File: src/rtl/regfile_wb_arbiter.sv
// regfile_wb_arbiter: write-back arbiter for the single integer register file
// write port. Grants one requester per cycle and drives the register file from
// one registered stage. Writes to x0 are granted but suppressed.
// Build option: define WB_ARB_ROUND_ROBIN_EN for round-robin arbitration;
// otherwise fixed priority applies and the lowest index wins.
module regfile_wb_arbiter #(
  parameter int NUM_REQ     = 3,
  parameter int WORD_LENGTH = 32,
  parameter int ADDR_LENGTH = 5,
  parameter int CNT_WIDTH   = 16
) (
  input  logic                           clk,
  input  logic                           rst,
  input  logic [NUM_REQ-1:0]             req_valid,
  input  logic [NUM_REQ*ADDR_LENGTH-1:0] req_addr,
  input  logic [NUM_REQ*WORD_LENGTH-1:0] req_data,
  output logic [NUM_REQ-1:0]             req_ready,
  input  logic                           wb_hold,
  output logic                           rf_write_en,
  output logic [ADDR_LENGTH-1:0]         rf_write_addr,
  output logic [WORD_LENGTH-1:0]         rf_data,
  output logic [CNT_WIDTH-1:0]           conflict_cnt
);

  localparam int IDX_W = (NUM_REQ > 1) ? $clog2(NUM_REQ) : 1;

  // Counter increment that sticks at all-ones instead of wrapping.
  function automatic logic [CNT_WIDTH-1:0] sat_inc(input logic [CNT_WIDTH-1:0] v);
    return (&v) ? v : v + CNT_WIDTH'(1);
  endfunction

  // True when two or more requesters compete in the same cycle.
  function automatic logic multi_req(input logic [NUM_REQ-1:0] v);
    return $countones(v) >= 2;
  endfunction

  logic                   sel_found;
  logic [IDX_W-1:0]       sel_idx;
  logic                   xfer;
  logic [ADDR_LENGTH-1:0] sel_addr;
  logic [WORD_LENGTH-1:0] sel_data;

  logic                   wb_vld_p1;
  logic [ADDR_LENGTH-1:0] wb_addr_p1;
  logic [WORD_LENGTH-1:0] wb_data_p1;
  logic [CNT_WIDTH-1:0]   conflict_cnt_r;

  // ---- stage p0: arbitration ----
`ifdef WB_ARB_ROUND_ROBIN_EN
  logic [IDX_W-1:0] rr_ptr_p0;

  // Round robin: lowest valid index at or above the pointer, else lowest valid overall.
  always_comb begin
    sel_found = 1'b0;
    sel_idx   = '0;
    for (int i = NUM_REQ - 1; i >= 0; i--) begin
      if (req_valid[i]) begin
        sel_found = 1'b1;
        sel_idx   = IDX_W'(i);
      end
    end
    for (int i = NUM_REQ - 1; i >= 0; i--) begin
      if (req_valid[i] && (i >= int'(rr_ptr_p0))) begin
        sel_idx = IDX_W'(i);
      end
    end
  end

  // Pointer moves just past the winner, only when a transfer happens.
  always_ff @(posedge clk or posedge rst) begin
    if (rst) begin
      rr_ptr_p0 <= '0;
    end else if (xfer) begin
      rr_ptr_p0 <= (sel_idx == IDX_W'(NUM_REQ - 1)) ? '0 : sel_idx + IDX_W'(1);
    end
  end
`else
  // Fixed priority: the lowest valid index wins.
  always_comb begin
    sel_found = 1'b0;
    sel_idx   = '0;
    for (int i = NUM_REQ - 1; i >= 0; i--) begin
      if (req_valid[i]) begin
        sel_found = 1'b1;
        sel_idx   = IDX_W'(i);
      end
    end
  end
`endif

  // One-hot grant, suppressed during reset and write-back hold.
  always_comb begin
    req_ready = '0;
    if (!rst && !wb_hold && sel_found) begin
      req_ready[sel_idx] = 1'b1;
    end
  end

  assign xfer = |req_ready;

  // Route the granted requester's address and data toward the output stage.
  always_comb begin
    sel_addr = '0;
    sel_data = '0;
    for (int i = 0; i < NUM_REQ; i++) begin
      if (req_ready[i]) begin
        sel_addr = req_addr[i*ADDR_LENGTH +: ADDR_LENGTH];
        sel_data = req_data[i*WORD_LENGTH +: WORD_LENGTH];
      end
    end
  end

  // ---- stage p1: register file write stage ----
  // Capture the transfer; x0 targets keep the enable low, idle cycles hold addr/data.
  always_ff @(posedge clk or posedge rst) begin
    if (rst) begin
      wb_vld_p1  <= 1'b0;
      wb_addr_p1 <= '0;
      wb_data_p1 <= '0;
    end else if (xfer) begin
      wb_vld_p1  <= |sel_addr;
      wb_addr_p1 <= sel_addr;
      wb_data_p1 <= sel_data;
    end else begin
      wb_vld_p1  <= 1'b0;
    end
  end

  // Saturating count of contended cycles, independent of hold.
  always_ff @(posedge clk or posedge rst) begin
    if (rst) begin
      conflict_cnt_r <= '0;
    end else if (multi_req(req_valid)) begin
      conflict_cnt_r <= sat_inc(conflict_cnt_r);
    end
  end

  assign rf_write_en   = wb_vld_p1;
  assign rf_write_addr = wb_addr_p1;
  assign rf_data       = wb_data_p1;
  assign conflict_cnt  = conflict_cnt_r;

endmodule

File: config.mk
export PLATFORM = sky130hd
export DESIGN_NAME = regfile_wb_arbiter
export DESIGN_NICKNAME = d
export VERILOG_FILES = /design/src/rtl/regfile_wb_arbiter.sv
export SDC_FILE = /design/constraint.sdc
export NUM_CORES = 1
export LEC_CHECK = 0
export ABC_AREA = 1
export CAP_MARGIN = 20
export CORE_ASPECT_RATIO = 1.2
export CORE_MARGIN = 3
export CORE_UTILIZATION = 42
export DETAILED_ROUTE_END_ITERATION = 10
export PLACE_DENSITY = 0.87
export SYNTH_ARGS = -nofsm -noshare
export SYNTH_HDL_FRONTEND = slang
export SYNTH_SLANG_ARGS = --single-unit
File: constraint.sdc
create_clock -name clk -period 5.6 [get_ports clk]
set_clock_uncertainty 0.2 [all_clocks]
set_input_delay 1.12 -clock clk [delete_from_list [all_inputs] [get_ports clk]]
set_output_delay 1.12 -clock clk [all_outputs]
set_load 0.005 [all_outputs]
==> Yosys cells after proc, flatten, opt, wreduce, memory -nomap -nowiden <==
Index checks and enable logic that the tools add are counted.
{ "totals": {"regBits": 54, "latchBits": 0, "mem_bits_rw": 0, "mem_bits_ro": 0, "in_bits": 117, "output_inout_bits": 57, "word_cells": 36, "mem_count": 0} }
{ "op_classes": {"addsub": 3, "mul": 0, "div_mod_pow": 0, "magnitude_cmp": 3, "eq_ne": 0, "shifts": 0, "n_mux": 16, "bitwise_logic": 1, "reduce_logical": 9} }
{ "op_table": {"columns": ["cell", "n"], "rows": [
  ["32-bit two-way mux", 3],
  ["16-bit by 1-bit adder with 16-bit output, second input constant", 1],
  ["16-bit AND reduction", 1],
  ["5-bit two-way mux", 3],
  ["2-bit two-way mux", 3],
  ["1-bit two-way mux", 5],
  ["5-bit OR reduction", 1],
  ["2-bit by 1-bit adder with 3-bit output", 1],
  ["3-bit by 2-bit greater-or-equal comparator with 1-bit output, second input constant", 1],
  ["1-bit logical AND", 3],
  ["2-bit by 3-bit < comparator with 1-bit output, second input constant", 1],
  ["3-bit two-way mux", 1],
  ["3-bit OR reduction", 1],
  ["1-bit by 1-bit adder with 2-bit output", 1],
  ["1-bit demux with 2-bit select", 1],
  ["2-bit by 1-bit greater-or-equal comparator with 1-bit output, second input constant", 1],
  ["1-bit logical NOT", 2],
  ["2-bit AND reduction", 1],
  ["1-bit inverter", 1]
]} }

==> Depth between registers and ports, before layout <==
Gate-level depths: netlist of the first run.
{ "logic_depth": {"depth_word": 13, "depth_mapped": 9, "ltp_nobuf": 8} }

==> Worst setup path before layout of the first run <==
No wires, ideal clock.
{ "synth_path": {"path_kind": "input -> output", "startpoint": "in req_valid[0]", "endpoint": "out req_ready[2]", "arrival_ps": 1837, "required_ps": 4280, "setup_slack_ps": 2443, "path_stages": 5, "n_path_buf": 2, "path_cell_list": "buf_2 -> nor2_2 -> nand2_1 -> nor2_4 -> buf_4"} }
{ "synth_via": {"elab_chain_len": 6, "elab_cells_between_ends": 9, "classes_between": "order compare: 2; mux: 5; reduce/logical: 2"} }
{ "synth_rtl": {"columns": ["item", "line_no", "source"], "rows": [
  ["start: declaration", "14", "input logic [NUM_REQ-1:0] req_valid,"],
  ["2-bit two-way mux", "83", "if (req_valid[i]) begin"],
  ["2-bit by 3-bit < comparator with 1-bit output (not written as such) or 2-bit by 1-bit greater-or-equal comparator with 1-bit output (tied branches)", "95", "req_ready[sel_idx] = 1'b1;"],
  ["1-bit logical AND (not written as such)", "95", null],
  ["1-bit two-way mux (not written as such)", "95", null],
  ["1-bit demux with 2-bit select", "95", null],
  ["3-bit two-way mux (*)", "94", "if (!rst && !wb_hold && sel_found) begin"],
  ["end: declaration", "17", "output logic [NUM_REQ-1:0] req_ready,"]
]} }
Every way passes the cells marked *; elsewhere a longest branch is shown, timed or not.

==> Worst setup path in the final report of the first run <==
{ "layout_path": {"startpoint": "in req_valid[0]", "endpoint": "out req_ready[1]"} }
Same word-level chain as after synthesis.

==> results.txt, run 1 <==
Horizontal die dimension -> 84.20 um
Final antenna-violating net count -> 0
Worst Hold Class -> flip-flop to flip-flop
Clock tree from TritonCTS -> yes
RSZ-0062 raised after global routing -> no
Post-CTS setup repair buffer count -> 0
Portion of synthesized cell area occupied by the leading cell type -> 43.85%
Clock sink count -> 54
Die Area -> 8406 um2
Standard-cell row count -> 33
Number of port buffers -> 173
Fraction of the cycle the final worst path needs -> 77.03%
Cts repair resizes -> 0
Storage element area -> 1351 um2
Number of global-route vias before repair -> 3366
Multi-input gate area -> 1565 um2
Count of state elements after synthesis -> 54
Setup TNS -> 0 ps
Worst slew margin relative to its limit -> 61.00%
Leak Pwr -> 0.002372 uW
Upper clock frequency limit -> 231.8 MHz
I/O Pins -> 174
Type of origin of the critical path -> primary input
Pins over their slew limit -> 0
Number of DRC markers after the initial detailed-route iteration -> 102
Number of fill cells -> 576
Core Box Area -> 6978 um2
Layout Nets -> 709
Final Hold Vio Count -> 0
Initial Util -> 44.16%
Crit. End Element -> output pin
Number of antenna violations at the first check in global routing -> 0
Number of diodes added for antenna fixing -> 0
CP required -> 4280 ps
H-tree depth -> 2
Kind of critical path -> primary input to output pin
Share of layout cells above drive strength 1 -> 4.569%
Overall power -> 1091 uW
Routed wire length -> 10.09 mm
Worst-skew pair later-pin latency -> 290 ps
Area after detailed placement -> 4870 um2
Number of non-filler instances in the completed layout -> 678
Post-layout instance area -> 4965 um2
Worst-path fanout max -> 33
MaxCap Viol Count -> 0
Post-route DRC -> 0
Leading cell types by total area after synthesis -> dfrtp_1 44%, nand2_1 24%, a21o_1 8.0%
Register-to-register setup slack -> 3400 ps
Final RePlAce weighted congestion -> 0.8580
Clock tree buffer depth -> 2
Cell Area, Synth -> 3082 um2
Placed wire-length estimate -> 8.126 mm
Minimum clock period after layout -> 4313 ps
Post-synthesis cell count -> 421
Largest net degree at the start of global routing -> 38
Worst Hold Margin -> 278.5 ps
Num CTS Buffers -> 5
Area leader, netlist -> dfrtp_1
Slew of the pin with the lowest slew margin -> 584.2 ps
Avg Cell Area, Syn -> 7.320 um2
Average via count per standard cell -> 4.966
Sequential area share after synthesis -> 43.85%
Growth of design area from synthesis to finish -> 61.10%
Die Y -> 99.84 um
Total GRT Usage -> 23.60%
Syn. warnings -> 0
Number of distinct standard cells referenced by the synthesized netlist -> 24
Total congestion overflow after global routing -> 0
CTS root buf -> clkbuf_8
Final setup violation count -> 0
Global-route wire length before repair -> 16.15 mm
Count of hold buffers inserted by post-cts repair -> 0
Post-Synthesis Net Count -> 540
Detailed-route via count -> 3367
Critical path data arrival time -> 2990 ps
Clk pin slew, worst setup/hold paths -> 90 ps
Number of iterations in the first detailed-routing pass -> 4
IR Drop Worst-Case VDD -> 206.4 uV
Result of the run -> finished clean
Power Dens Cells -> 219.7 nW/um2
Detail-routed net length per standard cell -> 14.89 um
Cell count after placement -> 670
## synthesized netlist by cell type, drive strengths merged
master / count
a21o: 33
inv: 18
ha: 2
o21ai: 11
xor2: 1
nand3: 42
nand4: 4
a21oi: 2
xnor2: 6
nor2: 29
a31oi: 1
buf: 15
nand2: 203
dfrtp: 54
## critical path, cell delays in order
cell and delay, ps:
clkdlybuf4s50_1 580, inv_1 210, nand2_1 90, nor2_2 110
buf_4 310, clkdlybuf4s50_1 560
## metal layers
| layer | up-vias | GRT usage (%) | wire, um |
|---|---|---|---|
| met3 | 12 | 4.598 | 731 |
| met2 | 142 | 44.84 | 5368 |
| met1 | 1540 | 26.74 | 3820 |
| met5 | - | 0 | 0 |
| li1 | 1673 | - | - |
| met4 | 0 | 6.436 | 172 |
## power breakdown
| group | internal [uW] | switching [uW] | total, uW |
|---|---|---|---|
| logic | 235 | 130 | 365 |
| clock network | 99.5 | 118 | 218 |
| registers | 453 | 55.3 | 508 |
| total | 787 | 303 | 1090 |
## registers in the layout (all words and copies together), names as in the netlist
name	flops
rf_data	32
conflict_cnt	16
rf_write_addr	5
rf_write_en	1
## layout make-up
class	count	share of cell area, %
inverters	18	1.411
well taps	87	2.193
clock buffers	6	1.663
clock inverters	2	0.2520
multi-input cells	334	31.53
repair buffers	177	35.74
flip-flops and latches	54	27.22
## cells in the final DEF (no fill, tap or decap), types with 2 or more instances in the layout
master,n
a21o_1,33
nor2_1,22
nor2_4,2
clkdlybuf4s50_1,173
ha_1,2
nand2_1,201
clkbuf_8,6
inv_2,3
nand3_1,41
nand4_1,4
buf_4,3
o21ai_0,10
inv_1,14
nor2_2,5
xnor2_1,6
dfrtp_1,54
a21oi_1,2
## per-stage QoR
step | setup slack (ps) | util, %
after CTS | 1272 | 71.15
after global routing | 1160 | 71.15
after floorplan | 2443 | -
after global placement | 1332 | 69.50
after detailed placement | 1275 | 69.79
final | 1287 | 71.15
## kinds of logic after synthesis
logic type / after synthesis / synth area share, %
and+or+nand+nor: 278 / 37.27
DFF: 54 / 43.85
AOI/OAI and AO/OA: 47 / 10.72
buffers and inverters: 33 / 5.359
xor gates and xnor gates: 7 / 1.989
adders and majority gates: 2 / 0.8119
## path summary, 6_finish.rpt
path,end,depth (start not counted),startpoint
worst max register to register,conflict_cnt[14],8,conflict_cnt[0]
worst min register to register,rf_write_addr[4],2,rf_write_addr[4]
max in group asynchronous,rf_data[13],3,rst
min in group asynchronous,conflict_cnt[8],2,rst
worst max-delay path,req_ready[1],6,req_valid[0]
worst min-delay path,rf_write_addr[4],2,rf_write_addr[4]
(Power assumes the default switching activity.)
==> inputs of run 2 (changes only) <==
CORE_UTILIZATION = 39   (was 42)
PLACE_DENSITY = 0.82   (was 0.87)
clock period = 4.06 ns   (was 5.6 ns; I/O delays follow)
==> results.txt, run 2 (synthesized netlist as in run 1, its figures left out) <==
Number of diodes added for antenna fixing -> 0
Type of origin of the critical path -> primary input
Core Box Area -> 7445 um2
Largest net degree at the start of global routing -> 38
Num CTS Buffers -> 5
IR Drop Worst-Case VDD -> 318.5 uV
Clk pin slew, worst setup/hold paths -> 90 ps
Cell count after placement -> 673
Critical path data arrival time -> 2440 ps
Share of layout cells above drive strength 1 -> 4.569%
Post-route DRC -> 0
MaxCap Viol Count -> 0
Growth of design area from synthesis to finish -> 61.84%
I/O Pins -> 174
Most repeated library cell on the critical path -> clkdlybuf4s50_1
Cts repair resizes -> 0
Leak Pwr -> 0.002375 uW
Most frequent cells in the layout -> 201 x nand2_1, 173 x clkdlybuf4s50_1, 54 x dfrtp_1
Total GRT Usage -> 21.39%
Average via count per standard cell -> 4.918
Final setup violation count -> 0
Max stage delay cell, worst path -> clkdlybuf4s50_1
Worst-skew pair later-pin latency -> 300 ps
Clock sink count -> 54
Detail-routed net length per standard cell -> 14.72 um
Post-CTS setup repair buffer count -> 0
Global-route wire length before repair -> 15.23 mm
Detailed-route via count -> 3349
Worst reg2reg endpoint -> conflict_cnt[3]
Power Dens Cells -> 313.9 nW/um2
Result of the run -> finished clean
Critical path endpoint -> req_ready[2]
Routed wire length -> 10.02 mm
Die Area -> 9009 um2
Horizontal die dimension -> 87.15 um
Die Y -> 103.4 um
Number of port buffers -> 173
Slew of the pin with the lowest slew margin -> 602.2 ps
Critical path cell sequence -> clkdlybuf4s50_1 -> nor2_2 -> nand2_1 -> nor2_4 -> clkdlybuf4s50_1
Worst-path fanout max -> 10
Final Hold Vio Count -> 0
Number of global-route vias before repair -> 3206
Placed wire-length estimate -> 7.843 mm
Pins over their slew limit -> 0
RSZ-0062 raised after global routing -> no
Crit. End Element -> output pin
Overall power -> 1565 uW
Number of iterations in the first detailed-routing pass -> 4
Total congestion overflow after global routing -> 0
Worst slew margin relative to its limit -> 59.79%
H-tree depth -> 2
CTS root buf -> clkbuf_8
Slowest Stage Delay on Critical Path -> 570 ps
Clock tree from TritonCTS -> yes
Number of DRC markers after the initial detailed-route iteration -> 93
Most common cell after layout, fill and taps aside -> nand2_1
Minimum clock period after layout -> 3450 ps
Startpoint of the worst setup timing path -> req_valid[0]
Setup TNS -> 0 ps
Final antenna-violating net count -> 0
Kind of critical path -> primary input to output pin
Cells on worst reg2reg path -> 8
Worst Hold Margin -> 282.2 ps
Register-to-register setup slack -> 1820 ps
Fraction of the cycle the final worst path needs -> 84.97%
Upper clock frequency limit -> 289.9 MHz
CP required -> 3050 ps
Standard-cell row count -> 34
Count of hold buffers inserted by post-cts repair -> 0
Clock tree buffer depth -> 2
Initial Util -> 41.39%
Worst Hold Class -> flip-flop to flip-flop
Largest register FFs -> 32
Layout Nets -> 709
Number of non-filler instances in the completed layout -> 681
Reg2reg start -> conflict_cnt[0]
Number of antenna violations at the first check in global routing -> 0
Final RePlAce weighted congestion -> 0.9256
[run 2: cell count changes in the layout (fill, tap and decap cells not counted), sizes merged]
| cell | delta |
|---|---|
| bufinv | +1 |
| clkbuf | -1 |
| clkinv | -1 |
| clkinvlp | +1 |
[run 2: where the power goes]
group          leakage [uW]  switching [uW]  internal, uW
combinational       0.00164             181           325
clock             0.0000504             178           184
sequential         0.000687            74.3           624
[run 2: worst min path at each step]
stage / startpoint / to / slack (ps) / cells after the start
after floorplan: rf_write_addr[3] / rf_write_addr[3] / 270 / 2
after global placement: rf_write_addr[3] / rf_write_addr[3] / 260 / 2
after detailed placement: rf_data[21] / rf_data[21] / 260 / 1
after CTS: rf_data[20] / rf_data[20] / 290 / 1
after global routing: rf_data[20] / rf_data[20] / 290 / 1
final: rf_data[20] / rf_data[20] / 280 / 1
[run 2: area by class of cell]
type	instances	area, um2
well taps	90	112.6
multi-input cells	334	1565
clock buffers	5	68.82
flip-flops and latches	54	1351
inverters	18	70.07
clock inverters	3	45.04
repair buffers	177	1774
fillers	642	2457
[run 2: layer usage]
| layer | track usage (%) | up-vias | wire, um |
|---|---|---|---|
| li1 | - | 1677 | - |
| met1 | 23.88 | 1531 | 3804 |
| met2 | 40.97 | 126 | 5280 |
| met3 | 4.913 | 15 | 765 |
| met4 | 4.959 | 0 | 171 |
| met5 | 0 | - | 0 |
[run 2: worst max-delay path: cells and delay by family]
| kind | cells | cell delay, ps |
|---|---|---|
| buffers and inverters | 2 | 1110 |
| and+or+nand+nor | 3 | 520 |
[run 2: stage by stage]
| step | area [um2] | utilization [%] | setup slack (ps) |
|---|---|---|---|
| 5_1_grt | 4987 | 66.99 | 502.9 |
| 2_1_floorplan | 3082 | - | 1519 |
| 3_5_place_dp | 4873 | 65.46 | 611.4 |
| 4_1_cts | 4987 | 66.99 | 611.9 |
| 6_report | 4987 | 66.99 | 610.0 |
| 3_3_place_gp | 4853 | 65.19 | 681.4 |
==> inputs of run 3 (changes only) <==
clock period = 3.5 ns   (was 4.06 ns; I/O delays follow)
==> results.txt, run 3 (synthesized netlist as in run 1, its figures left out) <==
Cell family contributing the most delay on the critical path -> buffers and inverters
Pins over their slew limit -> 0
Final setup violation count -> 0
Most frequent cells in the layout -> 201 x nand2_1, 173 x clkdlybuf4s50_1, 54 x dfrtp_1
Num CTS Buffers -> 5
Average via count per standard cell -> 4.922
Result of the run -> finished clean
Count of hold buffers inserted by post-cts repair -> 0
Critical path data arrival time -> 2340 ps
Share of layout cells above drive strength 1 -> 4.561%
Worst-skew pair later-pin latency -> 300 ps
MaxCap Viol Count -> 0
Largest register FFs -> 32
Growth of design area from synthesis to finish -> 61.55%
Final RePlAce weighted congestion -> 0.9157
Number of global-route vias before repair -> 3258
Post-CTS setup repair buffer count -> 0
Setup TNS -> 0 ps
Die Y -> 103.4 um
Final Hold Vio Count -> 0
Number of antenna violations at the first check in global routing -> 0
Standard-cell row count -> 34
Number of buffer and inverter stages on the critical path -> 2
CTS root buf -> clkbuf_8
Initial Util -> 41.39%
Horizontal die dimension -> 87.15 um
Clock tree buffer depth -> 2
Clock sink count -> 54
Worst Hold Class -> flip-flop to flip-flop
Final antenna-violating net count -> 0
Number of fill cells -> 632
IR Drop Worst-Case VDD -> 324.0 uV
Worst slew margin relative to its limit -> 56.65%
Core Box Area -> 7445 um2
Crit. path cell count -> 5
Number of iterations in the first detailed-routing pass -> 4
Global-route wire length before repair -> 15.16 mm
Power Dens Cells -> 362.6 nW/um2
Type of origin of the critical path -> primary input
Most common cell after layout, fill and taps aside -> nand2_1
Post-route DRC -> 0
Worst-path fanout max -> 10
Routed wire length -> 9.907 mm
Leak Pwr -> 0.002376 uW
Total congestion overflow after global routing -> 0
Number of DRC markers after the initial detailed-route iteration -> 124
Most repeated library cell on the critical path -> clkdlybuf4s50_1
Critical path cell sequence -> clkdlybuf4s50_1 -> nor2_2 -> nand2_1 -> nor2_4 -> clkdlybuf4s50_1
Minimum clock period after layout -> 3236 ps
Number of diodes added for antenna fixing -> 0
I/O Pins -> 174
Slew of the pin with the lowest slew margin -> 649.4 ps
Cts repair resizes -> 0
Cells on worst reg2reg path -> 8
Largest net degree at the start of global routing -> 38
Crit. End Element -> output pin
Detail-routed net length per standard cell -> 14.53 um
Kind of critical path -> primary input to output pin
Max stage delay cell, worst path -> clkdlybuf4s50_1
Placed wire-length estimate -> 7.808 mm
Fraction of the cycle the final worst path needs -> 92.44%
Detailed-route via count -> 3357
Layout Nets -> 710
Clk pin slew, worst setup/hold paths -> 90 ps
Hold Crit Depth -> 1
H-tree depth -> 2
RSZ-0062 raised after global routing -> no
Total GRT Usage -> 21.35%
Clock tree from TritonCTS -> yes
Slowest Stage Delay on Critical Path -> 580 ps
Number of port buffers -> 173
Worst Hold Margin -> 280.7 ps
CP required -> 2600 ps
Upper clock frequency limit -> 309.1 MHz
Die Area -> 9009 um2
==> run 3: cell count changes in the layout (fill, tap and decap cells not counted) <==
cell and change:
clkinvlp_4 -1, buf_4 +2, buf_12 -1, clkbuf_1 +1
==> run 3: where the power goes <==
group          internal [uW]  switching (uW)  total [uW]  leakage, uW
Clock                    214             197         411    0.0000514
Combinational            376             208         584      0.00164
Sequential               724            86.5         811     0.000687
==> run 3: area by class of cell <==
class                   count  area [um2]  area share (%)
flip-flops and latches     54        1351           27.14
clock buffers               6       72.57           1.458
repair buffers            178        1769           35.54
clock inverters             2       37.54          0.7540
multi-input cells         334        1565           31.44
inverters                  18       70.07           1.407
well taps                  90       112.6           2.262
==> run 3: path summary, 6_finish.rpt <==
path	startpoint	endpoint	slack, ps
max	req_valid[0]	req_ready[2]	260
min	rf_data[10]	rf_data[10]	280
max reg2reg	conflict_cnt[0]	conflict_cnt[14]	1290
min reg2reg	rf_data[10]	rf_data[10]	280
max in group asynchronous	rst	conflict_cnt[10]	1740
min in group asynchronous	rst	rf_write_addr[0]	670
==> run 3: metal layers <==
layer / share of wire (%) / global-route usage [%]
met1: 39 / 24.09
met2: 53 / 40.97
met3: 7.2 / 4.913
met4: 1.4 / 4.250
met5: 0 / 0
==> run 3: per-stage QoR <==
step	utilization, %	instances	power, uW	setup WS [ps]	area (um2)
2_1_floorplan	-	421	1009	1183	3082
3_3_place_gp	65.40	674	1392	346.9	4868
3_5_place_dp	65.40	674	1413	264.8	4868
4_1_cts	66.87	682	1826	267.3	4979
5_1_grt	66.87	682	1905	157.1	4979
6_report	66.87	682	1805	264.4	4979
==> RTL change (config.mk and constraints of run 3) <==
`CNT_WIDTH`: 16 -> 32.
--- a/src/rtl/regfile_wb_arbiter.sv
+++ b/src/rtl/regfile_wb_arbiter.sv
@@ -9,3 +9,3 @@
   parameter int ADDR_LENGTH = 5,
-  parameter int CNT_WIDTH   = 16
+  parameter int CNT_WIDTH   = 32
 ) (
Ports: changed (resized conflict_cnt); port bits go from 174 to 190. No check against the original RTL was run, so the function may have changed too.
==> RTL change against run 3 <==
- design area rose by 32%
- sequential share of layout area fell by 0.53 points
- sequential cell count rose by 16
- area after synthesis rose by 38%
- wire length rose by 41%
- setup slack improved by 0.043 ns
- largest cell class is now multi-input gates
- total power rose by 47%
- cell count rose by 37%
- first-iteration DRC count fell by 9.7%
==> RTL change: results (changes against run 3) <==
- The number of design-rule violations left by the first detailed-router iteration was 112 (was 124).
- The transition time at the pin with the least slew margin is 0.757 ns (was 0.649 ns).
- The routed wirelength normalized by instance count is 15.0 µm (was 14.5 µm).
- The number of buffers created by CTS is 9 (was 5).
- The portion of the post-synthesis area used by sequential elements is 41.2% (was 43.8%).
- The number of nets at the end of the flow was 920 (was 710).
- The terminus of the critical flop-to-flop path is conflict_cnt[27] (was conflict_cnt[14]).
- The fraction of layout instances using a drive strength above 1 was 5.58% (was 4.56%).
- The reg-to-reg setup timing slack is 1.27 ns (was 1.29 ns).
- The total global-route track usage came to 23.5% (was 21.4%).
- The later-pin clock latency in the skew report is 0.33 ns (was 0.30 ns).
- The via count is 4696 (was 3357).
- The via count of the first global-routing pass is 4758 (was 3258).
- The global placer's final weighted congestion is 0.955 (was 0.916).
- Result of the run: finished clean (unchanged).
- The port buffer count is 189 (was 173).
- The leakage component of the power is 2.85 nW (was 2.38 nW).
- The overall power consumption is 2.65 mW (was 1.81 mW).
- The HPWL reported at the end of detailed placement is 11.0 mm (was 7.81 mm).
- The clock tree root buffer cell is sky130_fd_sc_hd__clkbuf_16 (was sky130_fd_sc_hd__clkbuf_8).
- The register clock-pin slew on the reported worst setup and hold paths is 0.05 ns (was 0.09 ns).
- The maximum net fanout on the critical path is 4 (was 10).
- The pin count of the biggest net entering global routing came to 39 (was 38).
- The endpoint of the worst hold-timing path is rf_write_addr[2] (was rf_data[10]).
- The startpoint of the most critical hold path is rf_write_addr[2] (was rf_data[10]).
- The number of H-tree levels came to 3 (was 2).
- Dominant cells by area after synthesis: sky130_fd_sc_hd__dfrtp_1, sky130_fd_sc_hd__nand2_1, sky130_fd_sc_hd__o2111ai_1 (was sky130_fd_sc_hd__dfrtp_1, sky130_fd_sc_hd__nand2_1, sky130_fd_sc_hd__a21o_1).
- The total length of routed met3 wires is 1.27 mm (was 710 µm).
- The amount of wire on met2 after detailed routing was 6.86 mm (was 5.23 mm).
==> RTL change: changes by cell type in the layout (fill, tap and decap cells not counted), sizes merged, moves of 18 or more <==
cell and delta:
nand2 +103, o2111ai +32, a21o -32, nand3 -18
inv +51, nor2 +34
==> RTL change: how the worst max path moves through the flow <==
stage	start	to	cells past startpoint
global route	rst	req_ready[1]	5
global placement	req_valid[0]	req_ready[2]	5
floorplan	rst	conflict_cnt[0]	1
detailed placement	rst	req_ready[1]	5
finish	rst	req_ready[1]	5
CTS	rst	req_ready[1]	5
==> RTL change: layout make-up <==
class	instances	area, µm²
flip-flops and latches	70	1750
clock inverters	3	65.1
well taps	129	161
repair buffers	194	1940
fillers	898	3990
inverters	70	268
clock buffers	13	270
multi-input cells	456	2120
==> RTL change: stage by stage <==
stage               instances  cell area [µm²]  util (%)  hold slack [ns]  worst slack, ns
floorplan                 614             4250         -            0.321            0.832
finish                    935             6580      62.3            0.361            0.308
global route              935             6580      62.3            0.397            0.172
CTS                       935             6580      62.3            0.372            0.294
detailed placement        919             6250      59.1            0.360            0.308
global placement          919             6250      59.1            0.346            0.357
==> RTL change: report_power, final <==
group          internal [mW]  switching [mW]
registers              0.910          0.0893
logic                  0.377           0.245
clock network          0.682           0.351
total                   1.97           0.686
==> RTL change: routing by layer <==
layer	vias to the layer above	track usage (%)
li1	2297	-
met1	2163	26.6
met2	197	39.9
met3	39	7.10
met4	0	11.4
met5	-	0
==> RTL change: cell families (layout without fill, tap and decap cells) <==
kind of cell	Yosys count	after routing	share of synthesized area (%)
buf+inv	88	280	9.16
simple gates	398	398	38.2
flops	70	70	41.2
xor+xnor	12	12	2.47
fa+ha+maj	2	2	0.589
compound gates	44	44	8.33
